$ cat config.mk
export PLATFORM = sky130hd
export DESIGN_NAME = lif_param_serializer
export DESIGN_NICKNAME = d
export VERILOG_FILES = /design/src/rtl/lif_param_serializer.sv
export SDC_FILE = /design/constraint.sdc
export NUM_CORES = 1
export LEC_CHECK = 0
export CORE_MARGIN = 5
export CORE_UTILIZATION = 45
export DETAILED_ROUTE_END_ITERATION = 8
export PLACE_DENSITY = 0.77
export SLEW_MARGIN = 25
export SYNTH_ARGS = -nofsm -noshare
export SYNTH_HDL_FRONTEND = slang
export SYNTH_SLANG_ARGS = --single-unit
$ cat constraint.sdc
create_clock -name clk -period 2.5 [get_ports clk]
set_input_delay 0.5 -clock clk [delete_from_list [all_inputs] [get_ports clk]]
set_output_delay 0.5 -clock clk [all_outputs]
set_load 0.005 [all_outputs]
$ cat src/rtl/lif_param_serializer.sv
// lif_param_serializer: MSB-first serial parameter-load transmitter with params_ready handshake.
// Define LIF_PARAM_PARITY_EN to append an even-parity bit after the data bits.
module lif_param_serializer #(
  parameter int PARAM_W     = 8,
  parameter int N_PARAMS    = 4,
  parameter int BIT_DIV     = 1,
  parameter int ACK_TIMEOUT = 64
) (
  input  logic                         clk,
  input  logic                         rst_n,
  input  logic                         enable,
  input  logic [N_PARAMS*PARAM_W-1:0]  param_data,
  input  logic                         param_valid,
  output logic                         param_ready,
  output logic                         load_mode,
  output logic                         serial_data,
  input  logic                         params_ready_in,
  output logic                         busy,
  output logic                         done,
  output logic                         error
);
  localparam int FRAME_W = N_PARAMS * PARAM_W;
`ifdef LIF_PARAM_PARITY_EN
  localparam int N_BITS = FRAME_W + 1;
`else
  localparam int N_BITS = FRAME_W;
`endif
  localparam int BW = $clog2(N_BITS) + 1;
  localparam int DW = $clog2(BIT_DIV) + 1;
  localparam int AW = $clog2(ACK_TIMEOUT) + 1;
  localparam logic [BW-1:0] BIT_LAST = BW'(N_BITS - 1);
  localparam logic [DW-1:0] DIV_LAST = DW'(BIT_DIV - 1);
  localparam logic [AW-1:0] ACK_LAST = AW'(ACK_TIMEOUT - 1);

  typedef enum logic [1:0] {IDLE, SHIFT, GAP, WAIT_ACK} state_t;

  state_t            state_q, state_d;
  logic [N_BITS-1:0] sr_q, sr_d;
  logic [BW-1:0]     bit_cnt_q, bit_cnt_d;
  logic [DW-1:0]     div_cnt_q, div_cnt_d;
  logic [AW-1:0]     ack_cnt_q, ack_cnt_d;
  logic              seen_low_q, seen_low_d;
  logic              done_q, done_d;
  logic              error_q, error_d;
  logic [N_BITS-1:0] frame;
  logic              ack;

`ifdef LIF_PARAM_PARITY_EN
  assign frame = {param_data, ^param_data};
`else
  assign frame = param_data;
`endif

  // a params_ready left high from an earlier load must go low before it counts
  assign ack = params_ready_in && seen_low_q;

  always_comb begin
    state_d    = state_q;
    sr_d       = sr_q;
    bit_cnt_d  = bit_cnt_q;
    div_cnt_d  = div_cnt_q;
    ack_cnt_d  = ack_cnt_q;
    seen_low_d = seen_low_q;
    done_d     = 1'b0;
    error_d    = 1'b0;
    if (enable) begin
      if (state_q != IDLE && !params_ready_in) seen_low_d = 1'b1;
      case (state_q)
        IDLE: if (param_valid) begin
          state_d    = SHIFT;
          sr_d       = frame;
          bit_cnt_d  = '0;
          div_cnt_d  = '0;
          seen_low_d = 1'b0;
        end
        SHIFT: if (div_cnt_q == DIV_LAST) begin
          div_cnt_d = '0;
          sr_d      = {sr_q[N_BITS-2:0], 1'b0};
          bit_cnt_d = bit_cnt_q + 1'b1;
          if (bit_cnt_q == BIT_LAST) state_d = GAP;
        end else begin
          div_cnt_d = div_cnt_q + 1'b1;
        end
        GAP: begin
          state_d   = WAIT_ACK;
          ack_cnt_d = '0;
        end
        WAIT_ACK: if (ack) begin
          state_d = IDLE;
          done_d  = 1'b1;
        end else if (ack_cnt_q == ACK_LAST) begin
          state_d = IDLE;
          error_d = 1'b1;
        end else begin
          ack_cnt_d = ack_cnt_q + 1'b1;
        end
        default: state_d = IDLE;
      endcase
    end
  end

  always_ff @(posedge clk or negedge rst_n) begin
    if (!rst_n) begin
      state_q    <= IDLE;
      sr_q       <= '0;
      bit_cnt_q  <= '0;
      div_cnt_q  <= '0;
      ack_cnt_q  <= '0;
      seen_low_q <= 1'b0;
      done_q     <= 1'b0;
      error_q    <= 1'b0;
    end else begin
      state_q    <= state_d;
      sr_q       <= sr_d;
      bit_cnt_q  <= bit_cnt_d;
      div_cnt_q  <= div_cnt_d;
      ack_cnt_q  <= ack_cnt_d;
      seen_low_q <= seen_low_d;
      done_q     <= done_d;
      error_q    <= error_d;
    end
  end

  assign param_ready = state_q == IDLE;
  assign busy        = state_q != IDLE;
  assign load_mode   = state_q == SHIFT;
  assign serial_data = load_mode && sr_q[N_BITS-1];
  assign done        = done_q;
  assign error       = error_q;
endmodule

==> results.sh <==
export IMPL_outcome="complete, no violations"
export IMPL_worst_pin_slew_ps=347.7
export IMPL_hold_viol=0
export IMPL_rr_worst_depth=7
export IMPL_p_total_mw=3.195
export IMPL_dieArea_um2=7247
export IMPL_synth_enable_flop_cells=0
export IMPL_drt_pass1_iterations=4
export IMPL_drtAntennaViolNets=0
export IMPL_critPathMostFrequentCell="inv_1"
export IMPL_syn_to_final_growth_pct=22.96
export IMPL_initial_utilization=0.4613
export IMPL_seq_area_frac_synth=0.4926
export IMPL_viasPerCell=5.137
export IMPL_async_flop_share=1.000
export IMPL_vias=1839
export IMPL_cts_buffers=5
export IMPL_setup_tns_ps=0
export IMPL_placed_area_um2=3010
export IMPL_seqCellArea_um2=1251
export IMPL_nets=328
export IMPL_syn_inst=243
export IMPL_path_cells="inv_1 > ha_1 > inv_1 > clkdlybuf4s50_1"
export IMPL_ctsResizeCount=0
export IMPL_num_rows=27
export IMPL_cts_root_buf="clkbuf_8"
export IMPL_relSlewSlack=0.7622
export IMPL_netlist_area_um2=2540
export IMPL_grt_pass1_wl_um=8604
export IMPL_drt_iter0_markers=132
export IMPL_end_kind="primary output"
export IMPL_cts_tree="yes"
export IMPL_portBuffers=42
export IMPL_max_clock_freq_mhz=437.4
export IMPL_rsz0062_at_grt="false"
export IMPL_slew_viol_final=0
export IMPL_n_antenna_cell=0
export IMPL_hpwl_um=3372
export IMPL_cts_sinks=50
export IMPL_worstHoldPathType="input pin to asynchronous set/reset pin"
export IMPL_fillers=468
export IMPL_cp_max_fo=7
export IMPL_remaining_drc_errors=0
export IMPL_chipWidth_um=85.13
export IMPL_clockBufferDepth=2
export IMPL_clock_latency_ps=310
export IMPL_cp_arrival_ps=1790
export IMPL_routed_wl_um=4791
export IMPL_fin_area_um2=3123
export IMPL_fin_crit_sh=0.9145
export IMPL_worstPathRequired_ps=2000
export IMPL_io_pins=43
export IMPL_cap_violations=0
export IMPL_path_clk_slew_ps=90
export IMPL_critPathSlowestCell="clkdlybuf4s50_1"
export IMPL_wl_per_cell_um=13.38
export IMPL_slowest_delay_ps=470
export IMPL_setup_viol=0
export IMPL_yosys_warnings=0
export IMPL_finClkSkew_ps=5.623
export IMPL_cts_setup_buffers=0
export IMPL_synth_nets=286
export IMPL_p_per_area_nw_per_um2=1023
export IMPL_hold_buffers=0
export IMPL_multi_input_comb_area_um2=1155
export IMPL_crit_type="flop to primary output"
export IMPL_grt_pass1_vias=1940
export IMPL_gr_total_overflow=0
export IMPL_start_kind="flop"
export IMPL_dieHeight_um=85.13
export IMPL_grt_max_degree=67
export IMPL_h_tree_depth=2
export IMPL_ys_types=44
export IMPL_place_congestion=0.8402
export IMPL_ys_flop_type="dfrtp_1"
export IMPL_ir_drop_mv=0.5128
export IMPL_syn_area_per_cell_um2=10.45
export IMPL_antenna_found_initial=0
export IMPL_core_area_um2=5507
export IMPL_ys_ff_latch=50
export IMPL_grtUsageTotal=0.1465
export IMPL_drive_above_1_share=0.08392
export IMPL_p_leak_nw=1.380
export IMPL_period_minus_slack_ps=2286
-- cells in the mapped netlist (2+ instances only) --
library cell,n,area [um^2]
and2_1,2,12.51
mux2i_1,33,330.3
o21ai_1,35,175.2
nand2_1,41,153.9
nor3_1,3,15.01
buf_2,3,15.01
nand3_1,3,15.01
a22o_1,2,17.52
a21oi_1,8,40.04
inv_1,8,30.03
clkbuf_2,2,10.01
buf_6,6,67.56
or3_1,2,12.51
nor2_1,5,18.77
a32o_1,2,20.02
o21ai_0,4,20.02
ha_1,6,75.07
dfrtp_1,50,1251
nor2b_1,3,18.77
-- per-stage QoR --
step,std cells,setup slack [ps],util,hold slack (ps)
final,358,213.7,0.5671,160.5
after global routing,358,96.47,0.5671,182.9
after CTS,358,202.1,0.5671,173.3
after detailed placement,350,446.7,0.5467,476.0
after global placement,350,452.3,0.5467,463.9
after floorplan,243,743.3,-,204.4
-- where the power goes --
part / total, mW / internal [mW] / switching, mW
registers: 1.31 / 1.12 / 0.196
clock network: 0.575 / 0.300 / 0.275
logic: 1.31 / 0.632 / 0.674
-- flip-flops by register name, summed over array words and instances, names as in the netlist --
signal	cells
seen_low_q	1
bit_cnt_q	6
error	1
done	1
ack_cnt_q	7
state_q	2
sr_q	32
-- layout by cell type (no fill, tap or decap), drive strengths merged, types with 3 or more instances in the layout --
cell type,count
nand2,42
o21ai,39
clkdlybuf4s50,41
buf,6
clkbuf,5
inv,10
a21oi,9
mux2i,33
nor2b,3
nor2,5
nor3,3
dfrtp,50
nand3,3
ha,6
-- worst paths after layout --
kind,slack (ps),start,to
worst max register to register,560,state_q[1],bit_cnt_q[1]
worst max-delay path,210,state_q[0],busy
worst min register to register,490,sr_q[9],sr_q[9]
worst min-delay path,160,rst_n,sr_q[4]
max in group asynchronous,2120,rst_n,ack_cnt_q[4]
min in group clk,490,sr_q[9],sr_q[9]
-- routing by layer --
metal | track usage | vias to the layer above | share of wire
li1 | - | 935 | -
met1 | 0.1927 | 866 | 0.49
met2 | 0.2288 | 32 | 0.45
met3 | 0.04466 | 6 | 0.048
met4 | 0.05180 | 0 | 0.013
met5 | 0 | - | 0
-- kinds of logic (layout without fill, tap and decap cells) --
family,after synthesis,after routing,share of synthesized area
AND/OR/NAND/NOR,70,70,0.1409
buffers and inverters,21,64,0.05369
adder cells (fa/ha/maj),6,6,0.02956
XOR/XNOR,1,1,0.003449
multiplexers,34,34,0.1360
flip-flops,50,50,0.4926
AO/OA/AOI/OAI,61,61,0.1439
-- critical path: cells and delay by family (launching register included) --
family	cells	cell delay [ps]
adder cells (fa/ha/maj)	1	350
buffers and inverters	3	720
flip-flops	1	410
-- final cells by class --
type / count / share of cell area
Clock buffer: 5 / 0.02204
Clock inverter: 3 / 0.01402
Inverter: 9 / 0.01162
Multi-Input combinational cell: 172 / 0.3698
Sequential cell: 50 / 0.4006
Tap cell: 72 / 0.02885
Timing Repair Buffer: 47 / 0.1530
Note: power is estimated with default switching activity, not from simulation.
